==> src/rtl/uart_pkg.sv <==
// Shared definitions for the parametrised UART receiver: parity modes,
// receive FSM encodings and the smallest bit divisor the sampler supports.
package uart_pkg;

    localparam logic [1:0] PAR_NONE = 2'b00;
    localparam logic [1:0] PAR_EVEN = 2'b01;
    localparam logic [1:0] PAR_ODD  = 2'b10;

    // Three taps around mid-bit need at least this many clocks per bit.
    localparam int MIN_BIT_DIV = 4;

    typedef enum logic [2:0] {
        ST_IDLE   = 3'd0,
        ST_START  = 3'd1,
        ST_DATA   = 3'd2,
        ST_PARITY = 3'd3,
        ST_STOP1  = 3'd4,
        ST_STOP2  = 3'd5
    } rx_state_e;

    // Reserved mode 2'b11 behaves as no parity.
    function automatic logic parity_on(input logic [1:0] mode);
        return (mode == PAR_EVEN) || (mode == PAR_ODD);
    endfunction

endpackage

==> src/rtl/uart_rx_fifo.sv <==
// Synchronous show-ahead word FIFO for received UART words.
// Ports: clk, reset (async high), clr_i (sync flush), push_i/wdata_i,
// pop_i/rdata_o, full_o, empty_o, count_o (occupancy).
module uart_rx_fifo #(
    parameter int DATA_W = 10,
    parameter int DEPTH  = 8,
    parameter int CNT_W  = 4
) (
    input  logic              clk,
    input  logic              reset,
    input  logic              clr_i,
    input  logic              push_i,
    input  logic [DATA_W-1:0] wdata_i,
    input  logic              pop_i,
    output logic [DATA_W-1:0] rdata_o,
    output logic              full_o,
    output logic              empty_o,
    output logic [CNT_W-1:0]  count_o
);

    localparam int AW = $clog2(DEPTH);

    logic [DATA_W-1:0] mem_q [DEPTH];
    logic [AW:0]       wptr_q, wptr_d;
    logic [AW:0]       rptr_q, rptr_d;
    logic              do_push;
    logic              do_pop;
    logic [AW:0]       used;

    // Pointer MSB distinguishes full from empty when the indices match.
    assign empty_o = (wptr_q == rptr_q);
    assign full_o  = (wptr_q[AW] != rptr_q[AW]) &&
                     (wptr_q[AW-1:0] == rptr_q[AW-1:0]);

    assign do_pop  = pop_i && !empty_o;
    // A pop frees the slot a same-cycle push needs.
    assign do_push = push_i && (!full_o || do_pop);

    assign used    = wptr_q - rptr_q;
    assign count_o = CNT_W'(used);
    assign rdata_o = mem_q[rptr_q[AW-1:0]];

    always_comb begin
        wptr_d = wptr_q;
        rptr_d = rptr_q;
        if (clr_i) begin
            wptr_d = '0;
            rptr_d = '0;
        end else begin
            if (do_push) wptr_d = wptr_q + 1'b1;
            if (do_pop)  rptr_d = rptr_q + 1'b1;
        end
    end

    always_ff @(posedge clk or posedge reset) begin
        if (reset) begin
            wptr_q <= '0;
            rptr_q <= '0;
        end else begin
            wptr_q <= wptr_d;
            rptr_q <= rptr_d;
        end
    end

    always_ff @(posedge clk) begin
        if (do_push && !clr_i) begin
            mem_q[wptr_q[AW-1:0]] <= wdata_i;
        end
    end

endmodule

==> src/rtl/uart_rx_param.sv <==
// Parametrised UART receiver: 2-FF synchroniser, 3-tap majority sampling,
// runtime parity / stop-bit mode, tagged words, valid/ready output.
// Ports: clk, reset (async high), bit_div, parity_mode, stop2, rx,
// clr_buffer, rx_data/rx_valid/rx_ready, parity_err, frame_err,
// overrun (sticky), rx_busy, fifo_count.
// Build option: define UART_RX_FIFO_EN for a FIFO_DEPTH word buffer;
// otherwise a single holding register is used.
module uart_rx_param
    import uart_pkg::*;
#(
    parameter int DATA_BITS  = 8,
    parameter int DIV_W      = 20,
    parameter int FIFO_DEPTH = 8,
    parameter int CNT_W      = 4
) (
    input  logic                 clk,
    input  logic                 reset,
    input  logic [DIV_W-1:0]     bit_div,
    input  logic [1:0]           parity_mode,
    input  logic                 stop2,
    input  logic                 rx,
    input  logic                 clr_buffer,
    output logic [DATA_BITS-1:0] rx_data,
    output logic                 rx_valid,
    input  logic                 rx_ready,
    output logic                 parity_err,
    output logic                 frame_err,
    output logic                 overrun,
    output logic                 rx_busy,
    output logic [CNT_W-1:0]     fifo_count
);

    localparam int BIT_W  = 4;
    localparam int WORD_W = DATA_BITS + 2;

    // Synchroniser and edge detect.
    logic rx_meta_q;
    logic rx_s_q;
    logic rx_prev_q;
    logic fall;

    rx_state_e state_q, state_d;

    logic [DIV_W-1:0]     cnt_q;
    logic [DIV_W-1:0]     div_q;
    logic [1:0]           par_q;
    logic                 stop2_q;
    logic [BIT_W-1:0]     bit_q;
    logic [DATA_BITS-1:0] shift_q;
    logic                 v0_q;
    logic                 v1_q;
    logic                 perr_q;
    logic                 ferr_q;

    logic [DIV_W-1:0]  half;
    logic              at_v0;
    logic              at_v1;
    logic              at_mid;
    logic              at_end;
    logic              maj;
    logic              last_bit;
    logic              exp_par;
    logic              commit;
    logic [WORD_W-1:0] word;

    logic              overrun_q;
    logic [WORD_W-1:0] head;
    logic              head_vld;

    always_ff @(posedge clk or posedge reset) begin
        if (reset) begin
            rx_meta_q <= 1'b1;
            rx_s_q    <= 1'b1;
            rx_prev_q <= 1'b1;
        end else begin
            rx_meta_q <= rx;
            rx_s_q    <= rx_meta_q;
            rx_prev_q <= rx_s_q;
        end
    end

    assign fall = rx_prev_q && !rx_s_q;

    // Taps at half-1 and half are stored; the vote resolves on the
    // third tap, which is the "mid" event used by the FSM.
    assign half     = div_q >> 1;
    assign at_v0    = (cnt_q == half - 1'b1);
    assign at_v1    = (cnt_q == half);
    assign at_mid   = (cnt_q == half + 1'b1);
    assign at_end   = (cnt_q == div_q - 1'b1);
    assign maj      = (v0_q & v1_q) | (v0_q & rx_s_q) | (v1_q & rx_s_q);
    assign last_bit = (bit_q == BIT_W'(DATA_BITS - 1));
    assign exp_par  = (par_q == PAR_ODD) ? ~(^shift_q) : ^shift_q;

    // FSM: state register.
    always_ff @(posedge clk or posedge reset) begin
        if (reset) begin
            state_q <= ST_IDLE;
        end else begin
            state_q <= state_d;
        end
    end

    // FSM: next state.
    always_comb begin
        state_d = state_q;
        if (clr_buffer) begin
            state_d = ST_IDLE;
        end else begin
            unique case (state_q)
                ST_IDLE: begin
                    if (fall) state_d = ST_START;
                end
                ST_START: begin
                    if (at_mid && maj)
                        state_d = ST_IDLE;
                    else if (at_end)
                        state_d = ST_DATA;
                end
                ST_DATA: begin
                    if (at_end && last_bit)
                        state_d = parity_on(par_q) ? ST_PARITY : ST_STOP1;
                end
                ST_PARITY: begin
                    if (at_end) state_d = ST_STOP1;
                end
                // The last stop bit ends at its mid-point so the next
                // start edge is seen even with a slightly fast sender.
                ST_STOP1: begin
                    if (at_mid && !stop2_q)
                        state_d = ST_IDLE;
                    else if (at_end)
                        state_d = ST_STOP2;
                end
                ST_STOP2: begin
                    if (at_mid) state_d = ST_IDLE;
                end
                default: state_d = ST_IDLE;
            endcase
        end
    end

    // FSM: outputs.
    always_comb begin
        rx_busy = (state_q != ST_IDLE);
        commit  = 1'b0;
        if (!clr_buffer && at_mid) begin
            commit = ((state_q == ST_STOP1) && !stop2_q) ||
                     (state_q == ST_STOP2);
        end
        word = {ferr_q | ~maj, perr_q, shift_q};
    end

    // Bit timing and frame datapath.
    always_ff @(posedge clk or posedge reset) begin
        if (reset) begin
            cnt_q   <= '0;
            div_q   <= '0;
            par_q   <= PAR_NONE;
            stop2_q <= 1'b0;
            bit_q   <= '0;
            shift_q <= '0;
            v0_q    <= 1'b1;
            v1_q    <= 1'b1;
            perr_q  <= 1'b0;
            ferr_q  <= 1'b0;
        end else if (clr_buffer) begin
            cnt_q   <= '0;
            bit_q   <= '0;
            perr_q  <= 1'b0;
            ferr_q  <= 1'b0;
        end else if (state_q == ST_IDLE) begin
            cnt_q <= '0;
            if (fall) begin
                div_q   <= bit_div;
                par_q   <= parity_mode;
                stop2_q <= stop2;
                bit_q   <= '0;
                perr_q  <= 1'b0;
                ferr_q  <= 1'b0;
            end
        end else begin
            cnt_q <= at_end ? '0 : cnt_q + 1'b1;
            if (at_v0) v0_q <= rx_s_q;
            if (at_v1) v1_q <= rx_s_q;
            if (at_mid) begin
                unique case (state_q)
                    ST_DATA:
                        shift_q <= {maj, shift_q[DATA_BITS-1:1]};
                    ST_PARITY:
                        perr_q <= (maj != exp_par);
                    ST_STOP1, ST_STOP2:
                        if (!maj) ferr_q <= 1'b1;
                    default: ;
                endcase
            end
            if (at_end && state_q == ST_DATA) bit_q <= bit_q + 1'b1;
        end
    end

`ifdef UART_RX_FIFO_EN

    logic fifo_full;
    logic fifo_empty;
    logic fifo_pop;

    assign fifo_pop = !fifo_empty && rx_ready;
    assign head_vld = !fifo_empty;

    uart_rx_fifo #(
        .DATA_W (WORD_W),
        .DEPTH  (FIFO_DEPTH),
        .CNT_W  (CNT_W)
    ) u_fifo (
        .clk     (clk),
        .reset   (reset),
        .clr_i   (clr_buffer),
        .push_i  (commit),
        .wdata_i (word),
        .pop_i   (fifo_pop),
        .rdata_o (head),
        .full_o  (fifo_full),
        .empty_o (fifo_empty),
        .count_o (fifo_count)
    );

    always_ff @(posedge clk or posedge reset) begin
        if (reset) begin
            overrun_q <= 1'b0;
        end else if (clr_buffer) begin
            overrun_q <= 1'b0;
        end else if (commit && fifo_full && !fifo_pop) begin
            overrun_q <= 1'b1;
        end
    end

`else

    logic [WORD_W-1:0] hold_q;
    logic              hold_vld_q;
    logic              hold_pop;

    assign hold_pop   = hold_vld_q && rx_ready;
    assign head       = hold_q;
    assign head_vld   = hold_vld_q;
    assign fifo_count = {{(CNT_W-1){1'b0}}, hold_vld_q};

    // A held word is kept; the newer word is the one dropped.
    always_ff @(posedge clk or posedge reset) begin
        if (reset) begin
            hold_q     <= '0;
            hold_vld_q <= 1'b0;
            overrun_q  <= 1'b0;
        end else if (clr_buffer) begin
            hold_vld_q <= 1'b0;
            overrun_q  <= 1'b0;
        end else if (commit) begin
            if (!hold_vld_q || hold_pop) begin
                hold_q     <= word;
                hold_vld_q <= 1'b1;
            end else begin
                overrun_q <= 1'b1;
            end
        end else if (hold_pop) begin
            hold_vld_q <= 1'b0;
        end
    end

`endif

    // Outputs read as zero while nothing is held.
    assign rx_valid   = head_vld;
    assign rx_data    = head_vld ? head[DATA_BITS-1:0] : '0;
    assign parity_err = head_vld && head[DATA_BITS];
    assign frame_err  = head_vld && head[DATA_BITS+1];
    assign overrun    = overrun_q;

endmodule

==> config.mk <==
export PLATFORM = sky130hd
export DESIGN_NAME = uart_rx_param
export DESIGN_NICKNAME = d
export VERILOG_FILES = /design/src/rtl/uart_pkg.sv /design/src/rtl/uart_rx_fifo.sv /design/src/rtl/uart_rx_param.sv
export SDC_FILE = /design/constraint.sdc
export NUM_CORES = 1
export LEC_CHECK = 0
export ABC_AREA = 1
export CORE_AREA = 2 2 93 113
export DETAILED_ROUTE_END_ITERATION = 10
export DIE_AREA = 0 0 95 115
export PLACE_DENSITY_LB_ADDON = 0.3
export RECOVER_POWER = 25
export SYNTH_ARGS = -nofsm -noshare
export SYNTH_HDL_FRONTEND = slang
export SYNTH_SLANG_ARGS = --single-unit
==> constraint.sdc <==
create_clock -name clk -period 3.2 [get_ports clk]
set_input_delay 0.48 -clock clk [delete_from_list [all_inputs] [get_ports clk]]
set_output_delay 0.48 -clock clk [all_outputs]
set_load 0.01 [all_outputs]
# Word level (Yosys, flattened, before mapping)
# Cells that the tools add are included.
# W data, S select, Z words.
[classes] reduce_logical=38 mux=38 eq_ne=22 bitwise_logic=10 add_sub_neg=5
[op_table] cell="$eq A20 B20 Y1" n=3
[op_table] cell="$mux W20" n=3
[op_table] cell="$mux W3" n=10
[op_table] cell="$add A19 B1 Y20 const B" n=1
[op_table] cell="$add A20 B1 Y20 const B" n=1
[op_table] cell="$eq A20 B19 Y1" n=1
[op_table] cell="$sub A19 B1 Y20 const B" n=1
[op_table] cell="$sub A20 B1 Y20 const B" n=1
[op_table] cell="$mux W1" n=19
[op_table] cell="$pmux W3 S6" n=1
[op_table] cell="$reduce_bool A3 Y1" n=6
[op_table] cell="$mux W4" n=4
[op_table] cell="$reduce_and A3 Y1" n=5
[op_table] cell="$ne A3 B3 Y1 const B" n=4
[op_table] cell="$logic_and A1 B1 Y1" n=10
[op_table] cell="$mux W8" n=1
[op_table] cell="$ne A4 B4 Y1 const B" n=2
[op_table] cell="$reduce_and A4 Y1" n=2
[op_table] cell="$reduce_xor A8 Y1" n=1
[op_table] cell="$eq A3 B2 Y1 const B" n=2
[op_table] cell="$eq A3 B3 Y1 const B" n=2
[op_table] cell="$ne A3 B2 Y1 const B" n=2
[op_table] cell="$reduce_and A2 Y1" n=3
[op_table] cell="$reduce_and A6 Y1" n=1
[op_table] cell="15 further kinds" n=27
[totals] in_bits=28 elab_cells=130 ff_bits=77

# Depth between registers and ports, before layout
[logic_depth] depth_word=8 mapped_depth=18 depth_no_buf=18

# Worst setup path after synthesis
# Ideal clock, no wire load.
[synth_timing] kind="register to register" startpoint="reg div_q[1]" endpoint="reg hold_q[1] (netlist: head[1])" t_arrival_ns=2.055 setup_slack_ns=1.026 setup_ns=0.119 stages_incl_launch_ff=17 cell_sequence="dfrtp_1 -> inv_1 -> ha_1 -> xnor2_1 -> nand3_1 -> nor2_1 -> nand2_1 -> nor2_1 -> nand3_1 -> nor2_2 -> nand2_2 -> inv_2 -> nand3_4 -> clkinv_4 -> buf_6 -> nand2_1 -> o21a_1"
[synth_between] elab_chain_len=5
[synth_rtl] element="from (decl)" line="uart_rx_param.sv:45" rtl="logic [DIV_W-1:0] div_q;"
[synth_rtl] element="from (signal assigned)" line="uart_rx_param.sv:175" rtl="div_q <= bit_div;"
[synth_rtl] element="$add A19 B1 Y20" line="uart_rx_param.sv:89" rtl="assign at_mid = (cnt_q == half + 1'b1);"
[synth_rtl] element="$eq A20 B20 Y1" line="uart_rx_param.sv:89"
[synth_rtl] element="$logic_and A1 B1 Y1" line="uart_rx_param.sv:147" rtl="if (!clr_buffer && at_mid) begin"
[synth_rtl] element="$mux W1" line="uart_rx_param.sv:147"
[synth_rtl] element="$reduce_and A3 Y1 (no line)"
[synth_rtl] element="to (signal assigned)" line="uart_rx_param.sv:259" rtl="hold_q <= word;"
[synth_rtl] element="to (decl)" line="uart_rx_param.sv:239" rtl="logic [WORD_W-1:0] hold_q;"
# No other way between the ends.
# A chain may end at the register's enable or synchronous reset.

# Worst setup path after layout
[layout_timing] startpoint="reg div_q[2]" endpoint="reg shift_q[0]"
[layout_between] elab_chain_len=3
[layout_rtl] element="$add A19 B1 Y20" line="uart_rx_param.sv:89"
[layout_rtl] element="$eq A20 B20 Y1" line="uart_rx_param.sv:89"
[layout_rtl] element="$reduce_and A4 Y1 (no line)"
[layout_rtl] element="to (signal assigned)" line="uart_rx_param.sv:189" rtl="shift_q <= {maj, shift_q[DATA_BITS-1:1]};"
[layout_rtl] element="to (decl)" line="uart_rx_param.sv:49" rtl="logic [DATA_BITS-1:0] shift_q;"
# No other way between the ends.

==> impl_metrics.toml <==
[run_status]
outcome = "finished with violations"
violations = "max-capacitance violations, max-slew violations"

[placed_design]
hpwl_mm = 11.21
dp_cells = 949
portBuffers = 41
place.gp.congestion = 1.016

[power_and_ir_drop]
total_leakage_power_nw = 3.049
ir_drop_uv = 354.6
p_per_area_mw_per_mm2 = 746.1

[grt]
met2_usage = 0.5002
met1_usage = 0.3349
track_usage = 0.2865
grt_use_met3 = 0.05374
antenna_found_initial = 0
grt_max_degree = 40
grt.overflow.total = 0
grt.busiest_layer = "met2"
grt_pass1_vias = 4910
grt_pass1_wl_mm = 23.87

[critical_path]
rrSetupSlack_ps = 470
end_kind = "register"
worst_setup_path_start_kind = "register"
worstSetupPathType = "register to register"
worstPathRequired_ps = 3420
cp_slowest_cell = "dfrtp_1"
rr_worst_depth = 13
cpPeakStageDelay_ps = 470
path_max_fanout = 15
cp.arrival_ps = 2950
cp_cell_sequence = "inv_1 > ha_1 > xnor2_1 > nand3_1 > nor2_1 > nand2_1 > nor2_1 > nand3_1 > nor2_2 > nand2_2 > inv_2 > nand2_2 > mux2_2"

[sta]
skew_ps = 6.677
worstMarginPinSlew_ps = 1724
finalSetupTns_ps = 0
finalHoldViolations = 0
rsz0062_at_grt = "false"
fin_crit_ps = 2726
slew_headroom = -0.1554
report.final.slew_viol_count = 40
period_share = 0.8517
clock.fmax_ghz = 0.3669
setup_violations = 0

[clocking]
cts_max_path_buffers = 2
cts_root_buf = "clkbuf_16"
path_clk_slew_ps = 60
cts_tree = "yes"
numCtsBuffers = 9
clk-insertion-delay-late_ps = 340
htree_num_levels = 3
cts_resized = 0
clkSinkCount = 77
post_cts.repair.setup_buffers = 0
cts.hold.buffers_added = 0

[synth]
async_flop_share = 1.000
yosysUniqueCellTypes = 46
ys_seq_area_frac = 0.3424
synth_area_per_cell_um2 = 6.944
ys_warn_count = 0
synth_edf_count = 0
ys.flop_type = "dfrtp_1"
ys_seq_elements = 77
syn_inst = 813
netlist_area_mm2 = 0.005645

[routing]
drc_errors = 0
via_count = 5200
final_antenna_net_count = 0
wl_per_cell_um = 15.17
drt_iter0_markers = 354
totalWireLength_mm = 14.64
drt-pass1-iter-count = 5
vias_per_cell = 5.389

[floorplan]
dieArea_mm2 = 0.01093
die_h_um = 115
die_w_um = 95
start_util = 0.5726
rows = 40
ios = 45
fp.coreArea_mm2 = 0.009859

[final_layout]
final_cell_count_no_fill = 965
drive_gt1_frac = 0.08105
area_growth_pct = 13.43
layout_commonest_cell = "nand2_1"
final_cell_mix = "200 x nand2_1, 114 x nor2_1, 94 x inv_1, 72 x dfrtp_1, 48 x nand3_1"
num-nets-final = 868
antenna-diode-count = 0

[run]
cap_violations = 1

[hold_path]
hp-class = "register to register"
hold_depth = 0
==> stage by stage <==
| stage | power (W) | setup WS, ps | hold slack [ps] | instance area, µm² | utilization |
|---|---|---|---|---|---|
| final | 0.004778 | 474.5 | 362.0 | 6404 | 0.6495 |
| after CTS | 0.004758 | 486.3 | 357.9 | 6419 | 0.6510 |
| after detailed placement | 0.003508 | 377.1 | 349.8 | 6058 | 0.6145 |
| after global routing | 0.005110 | 140.1 | 364.4 | 6404 | 0.6495 |
| after floorplan | 0.003018 | 761.6 | 345.2 | 5653 | - |
| after global placement | 0.003474 | 425.8 | 346.6 | 6058 | 0.6145 |
==> final cells by class <==
type	count	area [µm²]
Timing Repair Buffer	44	430.4
Inverter	102	389.1
Clock inverter	3	90.09
Clock buffer	13	270.3
Sequential cell	77	1933
Tap cell	126	157.7
Fill cell	905	3456
Multi-Input combinational cell	600	3133
==> sequential cells by signal, summed over array words and instances, names as in the netlist <==
register	cells
bit_q	4
cnt_q	20
div_q	20
ferr_q	1
head	10
overrun	1
par_q	2
perr_q	1
rx_meta_q	1
rx_prev_q	1
rx_s_q	1
rx_valid	1
shift_q	8
state_q	3
stop2_q	1
v0_q	1
v1_q	1
==> cell usage after synthesis (6+ instances only) <==
library cell	n	share of area
nor3_1	14	0.012
xnor2_1	21	0.033
nand2_2	6	0.0066
a21oi_1	37	0.033
dfrtp_1	72	0.32
ha_1	6	0.013
o21ai_0	18	0.016
o21a_1	7	0.0093
mux2_2	9	0.018
nand4_1	20	0.022
nor2_2	10	0.011
nand3_1	48	0.043
nor2_1	114	0.076
buf_4	6	0.0080
inv_1	95	0.063
buf_2	14	0.012
nand3b_1	6	0.0080
clkbuf_1	12	0.0080
xor2_1	38	0.059
nand2_1	200	0.13
o21ai_1	6	0.0053
==> metal layers <==
| layer | up-vias | wire [µm] |
|---|---|---|
| li1 | 2599 | - |
| met1 | 2385 | 5850 |
| met2 | 173 | 7436 |
| met3 | 43 | 703 |
| met4 | 0 | 646 |
| met5 | - | 0 |
==> kinds of logic (layout without fill, tap and decap cells) <==
logic type | after synthesis | after routing | share of synthesized area
muxes | 9 | 9 | 0.01795
other | 1 | 3 | 0.0006643
adders and majority gates | 6 | 6 | 0.01330
and+or+nand+nor | 442 | 442 | 0.3491
buffers and inverters | 138 | 162 | 0.1039
xor gates and xnor gates | 59 | 59 | 0.09153
AOI/OAI and AO/OA | 81 | 81 | 0.08112
DFF | 77 | 77 | 0.3424
==> power by group <==
group          switching [W]  total [W]  internal, W
registers           0.000381    0.00154      0.00116
clock network       0.000391    0.00122     0.000826
logic                0.00132    0.00202     0.000706
==> critical path, delay by kind of cell, from the launching register on <==
kind                     cells  cell delay (ps)
AND/OR/NAND/NOR              8             1050
flip-flops                   1              470
adder cells (fa/ha/maj)      1              320
multiplexers                 1              320
buffers and inverters        2              230
XOR/XNOR                     1              210
==> worst paths after layout <==
path / startpoint / end
setup reg to reg: div_q[2]$_DFFE_PP0P_ / shift_q[0]$_DFFE_PP0P_
max in group asynchronous: reset / div_q[15]$_DFFE_PP0P_
min in group asynchronous: reset / div_q[3]$_DFFE_PP0P_
setup / recovery: div_q[2]$_DFFE_PP0P_ / shift_q[0]$_DFFE_PP0P_
hold / removal: rx_meta_q$_DFF_PP1_ / rx_s_q$_DFF_PP1_
hold reg to reg: rx_meta_q$_DFF_PP1_ / rx_s_q$_DFF_PP1_
Note: power is estimated with default switching activity, not from simulation.
